`config.mk`:
```
export PLATFORM = sky130hd
export DESIGN_NAME = bowl_roll_scorer_flat
export DESIGN_NICKNAME = d
export VERILOG_FILES = /design/src/rtl/bowl_roll_scorer_if.sv /design/src/rtl/bowl_roll_scorer.sv /design/src/flat_wrapper.sv
export SDC_FILE = /design/constraint.sdc
export NUM_CORES = 1
export LEC_CHECK = 0
export CAP_MARGIN = 30
export CELL_PAD_IN_SITES_DETAIL_PLACEMENT = 2
export CELL_PAD_IN_SITES_GLOBAL_PLACEMENT = 2
export CORE_UTILIZATION = 35
export DETAILED_ROUTE_END_ITERATION = 16
export PLACE_DENSITY_LB_ADDON = 0.05
export SLEW_MARGIN = 20
export SYNTH_ARGS = -nofsm -noshare
export SYNTH_HDL_FRONTEND = slang
export SYNTH_SLANG_ARGS = --single-unit
```
`constraint.sdc`:
```
create_clock -name CLOCK_50 -period 9.75 [get_ports CLOCK_50]
set_input_delay 1.4625 -clock CLOCK_50 [delete_from_list [all_inputs] [get_ports CLOCK_50]]
set_output_delay 1.4625 -clock CLOCK_50 [all_outputs]
set_load 0.02 [all_outputs]
```
`src/rtl/bowl_roll_scorer_if.sv`:
```
// Result bus between the bowling roll scorer and its neighbours.
// Carries the upstream random value into the scorer and the roll/score
// results out to the score display stage.
//   master : the scorer itself (consumes rand_in, drives the results)
//   slave  : the surrounding system (drives rand_in, observes the results)
interface bowl_roll_scorer_if #(
   parameter int RAND_W = 3
) ();
   logic [RAND_W-1:0] rand_in;
   logic [3:0]        last_knock;
   logic [3:0]        pins_left;
   logic [3:0]        frame_num;
   logic [1:0]        roll_idx;
   logic [8:0]        total_score;
   logic              strike;
   logic              spare;
   logic              roll_done;
   logic              game_over;

   modport master (
      input  rand_in,
      output last_knock, pins_left, frame_num, roll_idx, total_score,
             strike, spare, roll_done, game_over
   );

   modport slave (
      output rand_in,
      input  last_knock, pins_left, frame_num, roll_idx, total_score,
             strike, spare, roll_done, game_over
   );
endinterface

```
`src/rtl/bowl_roll_scorer.sv`:
```
// Ten-pin bowling roll scorer.
// Turns each debounced throw press into a pin knockdown derived from the
// upstream random value, tracks frame/roll/pins and keeps a running score
// with strike/spare bonuses and frame-10 fill balls.
// Ports:
//   CLOCK_50 : system clock, rising edge
//   KEY[0]   : synchronous active-low reset
//   KEY[1]   : throw button, active-low, asynchronous to CLOCK_50
//   bus      : rand_in in; last_knock, pins_left, frame_num, roll_idx,
//              total_score, strike, spare, roll_done, game_over out
//
// state | meaning
// ------+-----------------------------------------------------------
// WAIT  | idle, waiting for a throw press
// CALC  | rand_in captured; roll is applied on the next edge
// DONE  | final roll scored; presses ignored until reset
module bowl_roll_scorer #(
   parameter int RAND_W     = 3,
   parameter int KNOCK_BASE = 4,
   parameter int STRIKE_MIN = 6
) (
   input  logic               CLOCK_50,
   input  logic [1:0]         KEY,
   bowl_roll_scorer_if.master bus
);

   typedef enum logic [1:0] {
      ST_WAIT = 2'd0,
      ST_CALC = 2'd1,
      ST_DONE = 2'd2
   } state_t;

   state_t state_q, state_d;

   logic sync1_q, sync2_q, sync2_dly_q, press_q;

   logic [RAND_W-1:0] rand_q, rand_d;
   logic [3:0]        last_knock_q, last_knock_d;
   logic [3:0]        pins_q, pins_d;
   logic [3:0]        frame_q, frame_d;
   logic [1:0]        roll_q, roll_d;
   logic [8:0]        score_q, score_d;
   logic              strike_q, strike_d;
   logic              spare_q, spare_d;
   logic              done_q, done_d;
   logic              over_q, over_d;
   logic [1:0]        b1_q, b1_d;
   logic              b2_q, b2_d;

   logic [4:0] r_ext, knock_raw, pins_ext, knock5;
   logic [3:0] knock;
   logic [4:0] roll_pts;
   logic       cleared, is_strike, is_spare, last_frame;

   // Knockdown for the captured value against the standing pins.
   always_comb begin
      r_ext     = 5'(rand_q);
      pins_ext  = {1'b0, pins_q};
      knock_raw = r_ext + 5'(KNOCK_BASE);
      if (r_ext >= 5'(STRIKE_MIN)) begin
         knock5 = pins_ext;
      end else if (knock_raw < pins_ext) begin
         knock5 = knock_raw;
      end else begin
         knock5 = pins_ext;
      end
      knock      = knock5[3:0];
      cleared    = (knock == pins_q);
      // A strike needs a fresh rack; clearing a partial rack on roll 1 is a spare.
      is_strike  = cleared && (pins_q == 4'd10);
      is_spare   = cleared && (roll_q == 2'd1) && (pins_q != 4'd10);
      last_frame = (frame_q == 4'd10);
      // b1 counts pending bonus credits from earlier strikes/spares.
      roll_pts   = 5'(knock) * (5'd1 + 5'(b1_q));
   end

   always_comb begin
      state_d      = state_q;
      rand_d       = rand_q;
      last_knock_d = last_knock_q;
      pins_d       = pins_q;
      frame_d      = frame_q;
      roll_d       = roll_q;
      score_d      = score_q;
      strike_d     = strike_q;
      spare_d      = spare_q;
      done_d       = 1'b0;
      over_d       = over_q;
      b1_d         = b1_q;
      b2_d         = b2_q;

      unique case (state_q)
         ST_WAIT: begin
            if (press_q) begin
               rand_d  = bus.rand_in;
               state_d = ST_CALC;
            end
         end

         ST_CALC: begin
            state_d      = ST_WAIT;
            done_d       = 1'b1;
            last_knock_d = knock;
            score_d      = score_q + 9'(roll_pts);
            strike_d     = is_strike;
            spare_d      = is_spare;

            if (!last_frame) begin
               b1_d = 2'(b2_q) + 2'(is_strike) + 2'(is_spare);
               b2_d = is_strike;
               if (roll_q == 2'd0 && !is_strike) begin
                  roll_d = 2'd1;
                  pins_d = pins_q - knock;
               end else begin
                  frame_d = frame_q + 4'd1;
                  roll_d  = 2'd0;
                  pins_d  = 4'd10;
               end
            end else begin
               b1_d   = 2'(b2_q);
               b2_d   = 1'b0;
               pins_d = cleared ? 4'd10 : (pins_q - knock);
               case (roll_q)
                  2'd0: roll_d = 2'd1;
                  2'd1: begin
                     // strike_q still holds roll 0's strike flag here.
                     if (strike_q || cleared) begin
                        roll_d = 2'd2;
                     end else begin
                        over_d  = 1'b1;
                        state_d = ST_DONE;
                     end
                  end
                  default: begin
                     over_d  = 1'b1;
                     state_d = ST_DONE;
                  end
               endcase
            end
         end

         ST_DONE: state_d = ST_DONE;

         default: state_d = ST_WAIT;
      endcase
   end

   always_ff @(posedge CLOCK_50) begin
      if (!KEY[0]) begin
         sync1_q      <= 1'b1;
         sync2_q      <= 1'b1;
         sync2_dly_q  <= 1'b1;
         press_q      <= 1'b0;
         state_q      <= ST_WAIT;
         rand_q       <= '0;
         last_knock_q <= 4'd0;
         pins_q       <= 4'd10;
         frame_q      <= 4'd1;
         roll_q       <= 2'd0;
         score_q      <= 9'd0;
         strike_q     <= 1'b0;
         spare_q      <= 1'b0;
         done_q       <= 1'b0;
         over_q       <= 1'b0;
         b1_q         <= 2'd0;
         b2_q         <= 1'b0;
      end else begin
         sync1_q      <= KEY[1];
         sync2_q      <= sync1_q;
         sync2_dly_q  <= sync2_q;
         press_q      <= sync2_dly_q & ~sync2_q;
         state_q      <= state_d;
         rand_q       <= rand_d;
         last_knock_q <= last_knock_d;
         pins_q       <= pins_d;
         frame_q      <= frame_d;
         roll_q       <= roll_d;
         score_q      <= score_d;
         strike_q     <= strike_d;
         spare_q      <= spare_d;
         done_q       <= done_d;
         over_q       <= over_d;
         b1_q         <= b1_d;
         b2_q         <= b2_d;
      end
   end

   assign bus.last_knock  = last_knock_q;
   assign bus.pins_left   = pins_q;
   assign bus.frame_num   = frame_q;
   assign bus.roll_idx    = roll_q;
   assign bus.total_score = score_q;
   assign bus.strike      = strike_q;
   assign bus.spare       = spare_q;
   assign bus.roll_done   = done_q;
   assign bus.game_over   = over_q;

endmodule

```
`src/flat_wrapper.sv`:
```
// flat-port wrapper written by rule: the top's interface ports become plain ports
module bowl_roll_scorer_flat 
#(
   parameter int RAND_W     = 3,
   parameter int KNOCK_BASE = 4,
   parameter int STRIKE_MIN = 6
)
  (CLOCK_50, KEY, bus_rand_in, bus_last_knock, bus_pins_left, bus_frame_num, bus_roll_idx, bus_total_score, bus_strike, bus_spare, bus_roll_done, bus_game_over);
  bowl_roll_scorer_if #(.RAND_W(RAND_W)) bus_i ();
  input  logic CLOCK_50;
  input  logic [1:0] KEY;
  input wire logic [$bits(bus_i.rand_in)-1:0] bus_rand_in;
  output wire logic [$bits(bus_i.last_knock)-1:0] bus_last_knock;
  output wire logic [$bits(bus_i.pins_left)-1:0] bus_pins_left;
  output wire logic [$bits(bus_i.frame_num)-1:0] bus_frame_num;
  output wire logic [$bits(bus_i.roll_idx)-1:0] bus_roll_idx;
  output wire logic [$bits(bus_i.total_score)-1:0] bus_total_score;
  output wire logic [$bits(bus_i.strike)-1:0] bus_strike;
  output wire logic [$bits(bus_i.spare)-1:0] bus_spare;
  output wire logic [$bits(bus_i.roll_done)-1:0] bus_roll_done;
  output wire logic [$bits(bus_i.game_over)-1:0] bus_game_over;
  assign bus_i.rand_in = bus_rand_in;
  assign bus_last_knock = bus_i.last_knock;
  assign bus_pins_left = bus_i.pins_left;
  assign bus_frame_num = bus_i.frame_num;
  assign bus_roll_idx = bus_i.roll_idx;
  assign bus_total_score = bus_i.total_score;
  assign bus_strike = bus_i.strike;
  assign bus_spare = bus_i.spare;
  assign bus_roll_done = bus_i.roll_done;
  assign bus_game_over = bus_i.game_over;
  bowl_roll_scorer #(.RAND_W(RAND_W), .KNOCK_BASE(KNOCK_BASE), .STRIKE_MIN(STRIKE_MIN)) u_core (.CLOCK_50(CLOCK_50), .KEY(KEY), .bus(bus_i));
endmodule
```
# After elaboration in Yosys (flattened, before gate mapping)
# Cells that the tools add are included.
totals:
  regBits: 39
  latch_bits: 0
  ramBits: 0
  rom_bits: 0
  out_inout_bits: 27
  word_cells: 74
  memories: 0
op_classes:
  add_sub_neg: 7
  n_mul: 1
  div: 0
  order_cmp: 2
  eq_ne: 11
  shift: 0
  muxes: 19
  n_bitwise: 5
  reduce_logical: 12
op_table:
  columns: ["operator", "count"]
  rows:
  - ["4-bit 2-to-1 mux", 5]
  - ["2-bit 2-to-1 mux", 6]
  - ["9-bit by 5-bit adder with 9-bit output", 1]
  - ["4-bit == test, second input constant", 2]
  - ["2-bit case mux with 2 select lines", 2]
  - ["3-bit inequality test, second input constant", 2]
  - ["2-bit case mux with 3 select lines", 1]
  - ["3-bit AND reduction", 2]
  - ["5-bit by 4-bit less-than comparator with 1-bit output", 1]
  - ["4-bit by 5-bit multiplier with 5-bit output", 1]
  - ["3-bit by 3-bit adder with 4-bit output, second input constant", 1]
  - ["4-bit by 1-bit adder with 4-bit output, second input constant", 1]
  - ["2-bit by 1-bit == test with 1-bit output, second input constant", 2]
  - ["4-bit == test", 1]
  - ["1-bit logical AND", 4]
  - ["2-bit logical NOT", 2]
  - ["1-bit 2-to-1 mux", 4]
  - ["4-bit inequality test, second input constant", 1]
  - ["1-bit inverter", 4]
  - ["4-bit AND reduction", 1]
  - ["4-bit subtractor", 1]
  - ["1-bit by 2-bit adder with 3-bit output, first input constant", 1]
  - ["3-bit >= comparator, second input constant", 1]
  - ["1-bit by 1-bit adder with 2-bit output", 1]
  - ["9 further kinds", 9]

# Longest topological paths before layout
# Gate-level depths: netlist of the first run.
logic_depth:
  ltp_word: 10
  ltp_mapped: 21

# Worst setup path before layout of the first run
# Ideal clock, no wire load.
synth_timing:
  path_type: "flip-flop to flip-flop"
  startpoint: "register u_core.pins_q[1], in the netlist u_core.bus.pins_left[1]"
  endpoint: "register u_core.score_q[7], in the netlist u_core.bus.total_score[7]"
  arrival_time_ps: 4342
  required_time_ps: 9622
  path_slack_ps: 5281
  stages_incl_launch_ff: 20
  path_cell_list: "dfxtp_1 -> inv_1 -> ha_1 -> a2111oi_4 -> o21a_1 -> a21oi_1 -> or2_2 -> fa_1 -> inv_1 -> ha_1 -> fa_1 -> xor2_1 -> xnor2_1 -> xnor2_1 -> ha_1 -> a21oi_1 -> o21ai_0 -> o21ai_0 -> xor2_1 -> nor2_1"
synth_between:
  elab_chain_len: 5
synth_rtl:
  columns: ["element", "line", "text"]
  rows:
  - ["start, declared", "bowl_roll_scorer.sv:39", "logic [3:0] pins_q, pins_d;"]
  - ["start signal, assigned", "bowl_roll_scorer.sv:175", "pins_q <= pins_d;"]
  - ["5-bit by 4-bit less-than comparator with 1-bit output", "bowl_roll_scorer.sv:62", "end else if (knock_raw < pins_ext) begin"]
  - ["4-bit 2-to-1 mux", "bowl_roll_scorer.sv:62", null]
  - ["4-bit 2-to-1 mux (*)", "bowl_roll_scorer.sv:60", "if (r_ext >= 5'(STRIKE_MIN)) begin"]
  - ["4-bit by 5-bit multiplier with 5-bit output (*)", "bowl_roll_scorer.sv:74", "roll_pts = 5'(knock) * (5'd1 + 5'(b1_q));"]
  - ["9-bit by 5-bit adder with 9-bit output (*)", "bowl_roll_scorer.sv:104", "score_d = score_q + 9'(roll_pts);"]
  - ["end signal, assigned", "bowl_roll_scorer.sv:178", "score_q <= score_d;"]
  - ["end, declared", "bowl_roll_scorer.sv:42", "logic [8:0] score_q, score_d;"]
# Mark *: on every way between the ends. The rest lies on a longest branch, timed or not.
# A chain may end at the register's enable or synchronous reset.

# Worst setup path after layout of the first run
layout_timing:
  startpoint: "register u_core.pins_q[1], in the netlist u_core.bus.pins_left[1]"
  endpoint: "register u_core.score_q[5], in the netlist u_core.bus.total_score[5]"
layout_between:
  elab_chain_len: 5
layout_rtl:
  columns: ["element", "line", "text"]
  rows:
  - ["5-bit by 4-bit less-than comparator with 1-bit output", "bowl_roll_scorer.sv:62", null]
  - ["4-bit 2-to-1 mux", "bowl_roll_scorer.sv:62", null]
  - ["4-bit 2-to-1 mux (*)", "bowl_roll_scorer.sv:60", null]
  - ["net u_core.knock5[1]", "bowl_roll_scorer.sv:50", "logic [4:0] r_ext, knock_raw, pins_ext, knock5;"]
  - ["4-bit by 5-bit multiplier with 5-bit output (*)", "bowl_roll_scorer.sv:74", null]
  - ["9-bit by 5-bit adder with 9-bit output (*)", "bowl_roll_scorer.sv:104", null]
# Mark *: on every way through the listed nets, which the timed path passes. The rest lies on a longest branch.

==> results.toml, run 1 <==
[critical_path]
critPathTopFamily = "adder cells"
slowest_stage = "fa_1"
critPathBufInv = 3
cp.required_ns = 9.90
cp.arrival_ns = 5.00
rrSetupSlack_ns = 4.90
critPathKind = "flop to flop"
cp_slowest_stage_delay_ns = 0.51
end_kind = "flop"
cp_max_fo = 7
crit_chain = "inv_1 -> ha_1 -> a2111oi_4 -> o21a_1 -> o21ai_0 -> inv_1 -> nand2_1 -> fa_1 -> inv_1 -> ha_1 -> fa_1 -> xor2_1 -> xnor2_1 -> xnor2_1 -> ha_1 -> a21oi_1 -> o21ai_0 -> o21ai_0 -> xor2_1 -> nor2_1"
cp-start-kind = "flop"

[placement]
portBuffers = 32
placed_area_sq_um = 2580
finalWeightedCongestion = 0.773
placed_cells = 353
pre_cts_slack_ns = 4.89
dpl.hpwl_mm = 4.47

[floorplan]
dieWidth_um = 81.1
rows = 28
die_y_um = 81.1
ios = 33
die-area_sq_um = 6580
core_sq_um = 5990
start_util = 0.366

[sta]
fin_crit_ns = 4.85
max_freq_ghz = 0.206
slew_headroom = 0.464
finalSetupViolCount = 0
maxSlewViolCount = 0
finClkSkew_ns = 0.00649
tns_ns = 0
rsz0062_at_grt = "no"
whs_ns = 0.423
fin_ws_ns = 4.90
worst_slew_pin_slew_ns = 0.804
hold_viol = 0
period_share = 0.497

[synthesis]
synth_nets = 283
synth_compound_area_frac = 0.175
synth-edff-count = 0
synth_flop_cell = "dfxtp_1"
netlist.area_leader.share = 0.356
yosysMostFrequentCell = "dfxtp_1"
synth_top_family_by_area = "simple AND/OR/NAND/NOR gates"
synth_xor_area_frac = 0.0600
muxShareOfSynthArea = 0.0228
synth.area.top_cells = "dfxtp_1 36%, ha_1 10%, fa_1 5.5%"
yosys.area_share.simple = 0.179
yosysTopAreaCell = "dfxtp_1"
synth_common_cells = "39 x dfxtp_1, 27 x nor2_1, 26 x nand2_1, 21 x inv_1, 19 x a21oi_1"
async_reset_ff_frac = 0
syn_area_per_cell_sq_um = 8.66
ys_seq_area_frac = 0.356
syn-cell-area_sq_um = 2190
netlist_instances = 253
ys_types = 39
synth-adder-area-share = 0.158
synth_seq_cells = 39
ys_warn_count = 0

[drt]
drtIter0Drc = 52
drc = 0
final_antenna_net_count = 0
wire_per_inst_um = 16.5
vias_per_cell = 5.22
dr.pass1.iters = 4
totalWireLength_mm = 5.96
num_vias = 1886

[cts]
cts_setup_buffers = 0
cts_buffers = 5
ctsHtreeMaxLevel = 2
ctsRootBufferMaster = "clkbuf_8"
clk_latency_ns = 0.29
cts_buffer_depth = 2
ctsHoldBuffers = 0
cts_tree = "done"
clkSlewWorstSetupHoldPaths_ns = 0.08
post_cts_resize_count = 0
cts_sinks = 39

[power]
p_per_area_nw_per_um2 = 111
peakVddDrop_uv = 48.3
p_leak_nw = 1.12
finalPower_mw = 0.295

[cells_and_area]
fin_util = 0.445
ff_latch_area_sq_um = 781
nNetsFinal = 315
fin_cells = 361
stdcell_area_sq_um = 2660
antenna_cells = 0
area_growth_pct = 21.6
multiInputGateArea_sq_um = 1300
fillers = 669
drive_above_1_share = 0.0524

[global_routing]
grt_pass1_vias = 1938
grt_max_degree = 25
gr-usage-all-layers = 0.195
grt_pass1_wl_mm = 9.69
grt_overflow = 0
antenna_found_initial = 0

[run_status]
status = "finished, final reports clean"

[run]
cap_violations = 0

[min_path]
hp-class = "flop to flop"
placed cells by master, fill, tap and decap left out, types with 2 or more instances in the layout:
cell type,instances
nor2_1,27
mux2i_1,5
nor3_1,2
clkbuf_1,2
nand2_1,26
o211a_1,2
nor3b_1,2
inv_1,21
dfxtp_1,39
and2_1,2
a211oi_1,4
o21bai_1,2
xor2_1,7
xnor2_1,8
or2_2,3
nand4_1,2
a21oi_1,19
ha_1,18
and3_1,2
clkbuf_8,5
nand2b_1,8
nand3_1,6
clkdlybuf4s50_1,32
o21a_1,3
a31o_2,2
o21ai_0,12
fa_1,6
o211ai_1,4
worst paths after layout:
check                                    to  depth (start not counted)                    start
setup / recovery  u_core.bus.total_score[5]                         20  u_core.bus.pins_left[1]
hold / removal               u_core.press_q                          2       u_core.sync2_dly_q
setup reg to reg  u_core.bus.total_score[5]                         20  u_core.bus.pins_left[1]
hold reg to reg              u_core.press_q                          2       u_core.sync2_dly_q
state kept, by name, summed over array words and instances (netlist names), 2 cells and up:
name                    count
u_core.state_q              2
u_core.bus.pins_left        4
u_core.bus.last_knock       4
u_core.b1_q                 2
u_core.bus.total_score      9
u_core.rand_q               3
u_core.bus.roll_idx         2
u_core.bus.frame_num        4
where the power goes:
| part | switching (mW) | internal [mW] | total [mW] | leakage [nW] |
|---|---|---|---|---|
| registers | 0.00152 | 0.161 | 0.162 | 0.315 |
| clock network | 0.0585 | 0.0503 | 0.109 | 0.0422 |
| logic | 0.0141 | 0.00972 | 0.0238 | 0.762 |
cells by family (layout without fill, tap and decap cells):
group,Yosys count,after routing
flops,39,39
simple gates,84,84
xor+xnor,15,15
compound gates,57,57
buf+inv,29,62
fa+ha+maj,24,24
mux,5,5
tightest hold or removal path, delay by kind of cell, from the launching register on:
family | cells | cell delay, ns
and+or+nand+nor | 1 | 0.03
buffers and inverters | 1 | 0.05
DFF | 1 | 0.31
metal layers:
layer  global-route usage  part of all wire  vias to the layer above  routed length [um]
li1                     -                 -                      922                   -
met1                0.253              0.48                      930                2860
met2                0.338              0.48                       28                2870
met3               0.0315             0.031                        6                 183
met4               0.0429            0.0084                        0                  50
met5                    0                 0                        -                   0
area by class of cell:
| type | instances | share of cell area |
|---|---|---|
| inverter | 21 | 0.0296 |
| timing repair buffer | 33 | 0.123 |
| clock buffer | 7 | 0.0287 |
| clock inverter | 1 | 0.00188 |
| multi-input combinational | 185 | 0.488 |
| tap | 75 | 0.0352 |
| sequential | 39 | 0.293 |
Power figures use the tool's default switching activity.
==> inputs of run 2 (changes only) <==
Settings changed: CORE_UTILIZATION 35 to 32.
Clock period 9.75 ns to 4.5 ns, I/O delays scaled along.
==> run 2 against run 1 <==
Worst hold slack got worse by 0.0065 ns. Highest routed layer unchanged. Global-route usage decreased by 0.056 points. Critical endpoint is now u_core.bus.total_score[8]. Clock skew decreased by 0.00087 ns. Worst setup slack got worse by 4.8 ns.
==> results.toml, run 2 (synthesis gave the netlist of run 1 again) <==
[power]
clkPwrFrac = 0.379
intPower_mw = 0.496
peakVddDrop_uv = 133
combPwrFrac = 0.094
p_sw_mw = 0.169
p_per_area_nw_per_um2 = 229
finalPower_mw = 0.665
seq_power_share = 0.527
p_leak_nw = 1.24
p_sw_frac = 0.254

[critical_path]
cp-start-kind = "flop"
cp.required_ns = 4.65
cpMostUsedCell = "xnor2_2"
cp_slowest_stage_delay_ns = 0.48
reg2reg_to = "u_core.bus.total_score[8]"
crit_chain = "inv_4 -> ha_4 -> a2111oi_4 -> o21a_1 -> a21oi_2 -> or2_4 -> fa_1 -> inv_1 -> ha_2 -> fa_2 -> xor2_2 -> xnor2_2 -> xnor2_2 -> ha_1 -> a21oi_1 -> o21ai_1 -> nand3_1 -> xor2_1 -> nor2_1"
crit-reg2reg-launch = "u_core.bus.pins_left[1]"
cp_max_fo = 3
slowest_stage = "fa_1"
end_kind = "flop"
cp.arrival_ns = 4.51
rrSetupSlack_ns = 0.14
reg2regPathDepth = 19
critPathKind = "flop to flop"

[cells_and_area]
nNetsFinal = 332
final_common_cell = "dfxtp_1"
largest_register_ffs = 9
mostFrequentLayoutCells = "37 x dfxtp_1, 32 x clkdlybuf4s50_1, 26 x nor2_1, 25 x nand2_1, 19 x inv_1"
drive_above_1_share = 0.179
antenna_cells = 0
area_growth_pct = 32.5

[sta]
fin_crit_ns = 4.36
fin_ws_ns = 0.140
finalSetupViolCount = 0
period_share = 0.969
max_freq_ghz = 0.229
whs_ns = 0.417
maxSlewViolCount = 0
worst_slew_pin_slew_ns = 0.799
rsz0062_at_grt = "yes"
slew_headroom = 0.467
hold_viol = 0
finClkSkew_ns = 0.00563
tns_ns = 0

[floorplan]
die_y_um = 84.7
start_util = 0.337
dieWidth_um = 84.7
die-area_sq_um = 7180
ios = 33
rows = 29
core_sq_um = 6490

[drt]
drc = 0
wire_per_inst_um = 17.3
drtIter0Drc = 68
final_antenna_net_count = 0
vias_per_cell = 5.11
dr.pass1.iters = 6
totalWireLength_mm = 6.57
num_vias = 1936

[placement]
finalWeightedCongestion = 0.774
dpl.hpwl_mm = 4.72
pre_cts_slack_ns = -0.0867
portBuffers = 32

[cts]
cts_sinks = 39
cts_buffer_depth = 2
clkSlewWorstSetupHoldPaths_ns = 0.08
cts_buffers = 5
ctsHtreeMaxLevel = 2
clk_latency_ns = 0.29
ctsRootBufferMaster = "clkbuf_8"
cts_tree = "done"

[global_routing]
grt_max_degree = 23
antenna_found_initial = 0
grt_overflow = 0
grt_pass1_vias = 2110
grt_pass1_wl_mm = 10.8
gr-usage-all-layers = 0.195

[run_status]
status = "finished, final reports clean"

[min_path]
hp-class = "flop to flop"
holdPathStages = 1
hp-start = "u_core.sync1_q"
worstHoldEndpoint = "u_core.sync2_q"

[run]
cap_violations = 0
==> run 2: per-layer routing <==
layer	share of wire	track usage
met1	0.48	0.248
met2	0.49	0.341
met3	0.021	0.0334
met4	0.0094	0.0462
met5	0	0
==> run 2: cell type report <==
class                   instances  area (sq um)
inverters                      21          81.3
fillers                       714          3590
repair buffers                 50           455
multi-input cells             185          1400
flip-flops and latches         39           783
clock buffers                   6          82.6
clock inverters                 1          5.00
well taps                      77          96.3
==> run 2: power by group through the flow <==
stage / sequential [mW] / combinational (mW) / clock [mW]
global placement: 0.359 / 0.0565 / 0
detailed placement: 0.359 / 0.0583 / 0
finish: 0.351 / 0.0624 / 0.252
global route: 0.352 / 0.0687 / 0.267
CTS: 0.351 / 0.0608 / 0.260
floorplan: 0.361 / 0.0319 / 0
==> run 2: repair_timing <==
item	in CTS	in global routing
hold buffers	0	0
buffers inserted	4	2
pin swaps	6	14
endpoints found under the setup margin	4	4
gates resized for setup	7	24
==> run 2: critical path, delay by kind of cell, from the launching register on <==
family | cells | cell delay [ns]
AOI/OAI and AO/OA | 5 | 1.04
xor gates and xnor gates | 4 | 0.73
DFF | 1 | 0.36
buffers and inverters | 2 | 0.10
adders and majority gates | 5 | 1.61
and+or+nand+nor | 3 | 0.41
==> run 2: through the flow <==
step | utilization | area, sq um | cells
global route | 0.447 | 2900 | 379
detailed placement | 0.411 | 2670 | 366
global placement | 0.410 | 2660 | 365
CTS | 0.432 | 2810 | 377
finish | 0.447 | 2900 | 379
floorplan | - | 2190 | 253
==> run 2: how the worst max path moves through the flow <==
| stage | from | slack (ns) | end | cells past startpoint |
|---|---|---|---|---|
| 3_5_place_dp | u_core.bus.pins_left[1] | -0.09 | u_core.bus.total_score[5] | 20 |
| 6_report | u_core.bus.pins_left[1] | 0.14 | u_core.bus.total_score[8] | 19 |
| 2_1_floorplan | u_core.bus.pins_left[1] | 0.03 | u_core.bus.total_score[7] | 19 |
| 5_1_grt | u_core.bus.pins_left[1] | -0.05 | u_core.bus.total_score[5] | 19 |
| 4_1_cts | u_core.rand_q[2] | 0.05 | u_core.bus.total_score[5] | 19 |
| 3_3_place_gp | u_core.rand_q[2] | 0.04 | u_core.bus.total_score[5] | 21 |
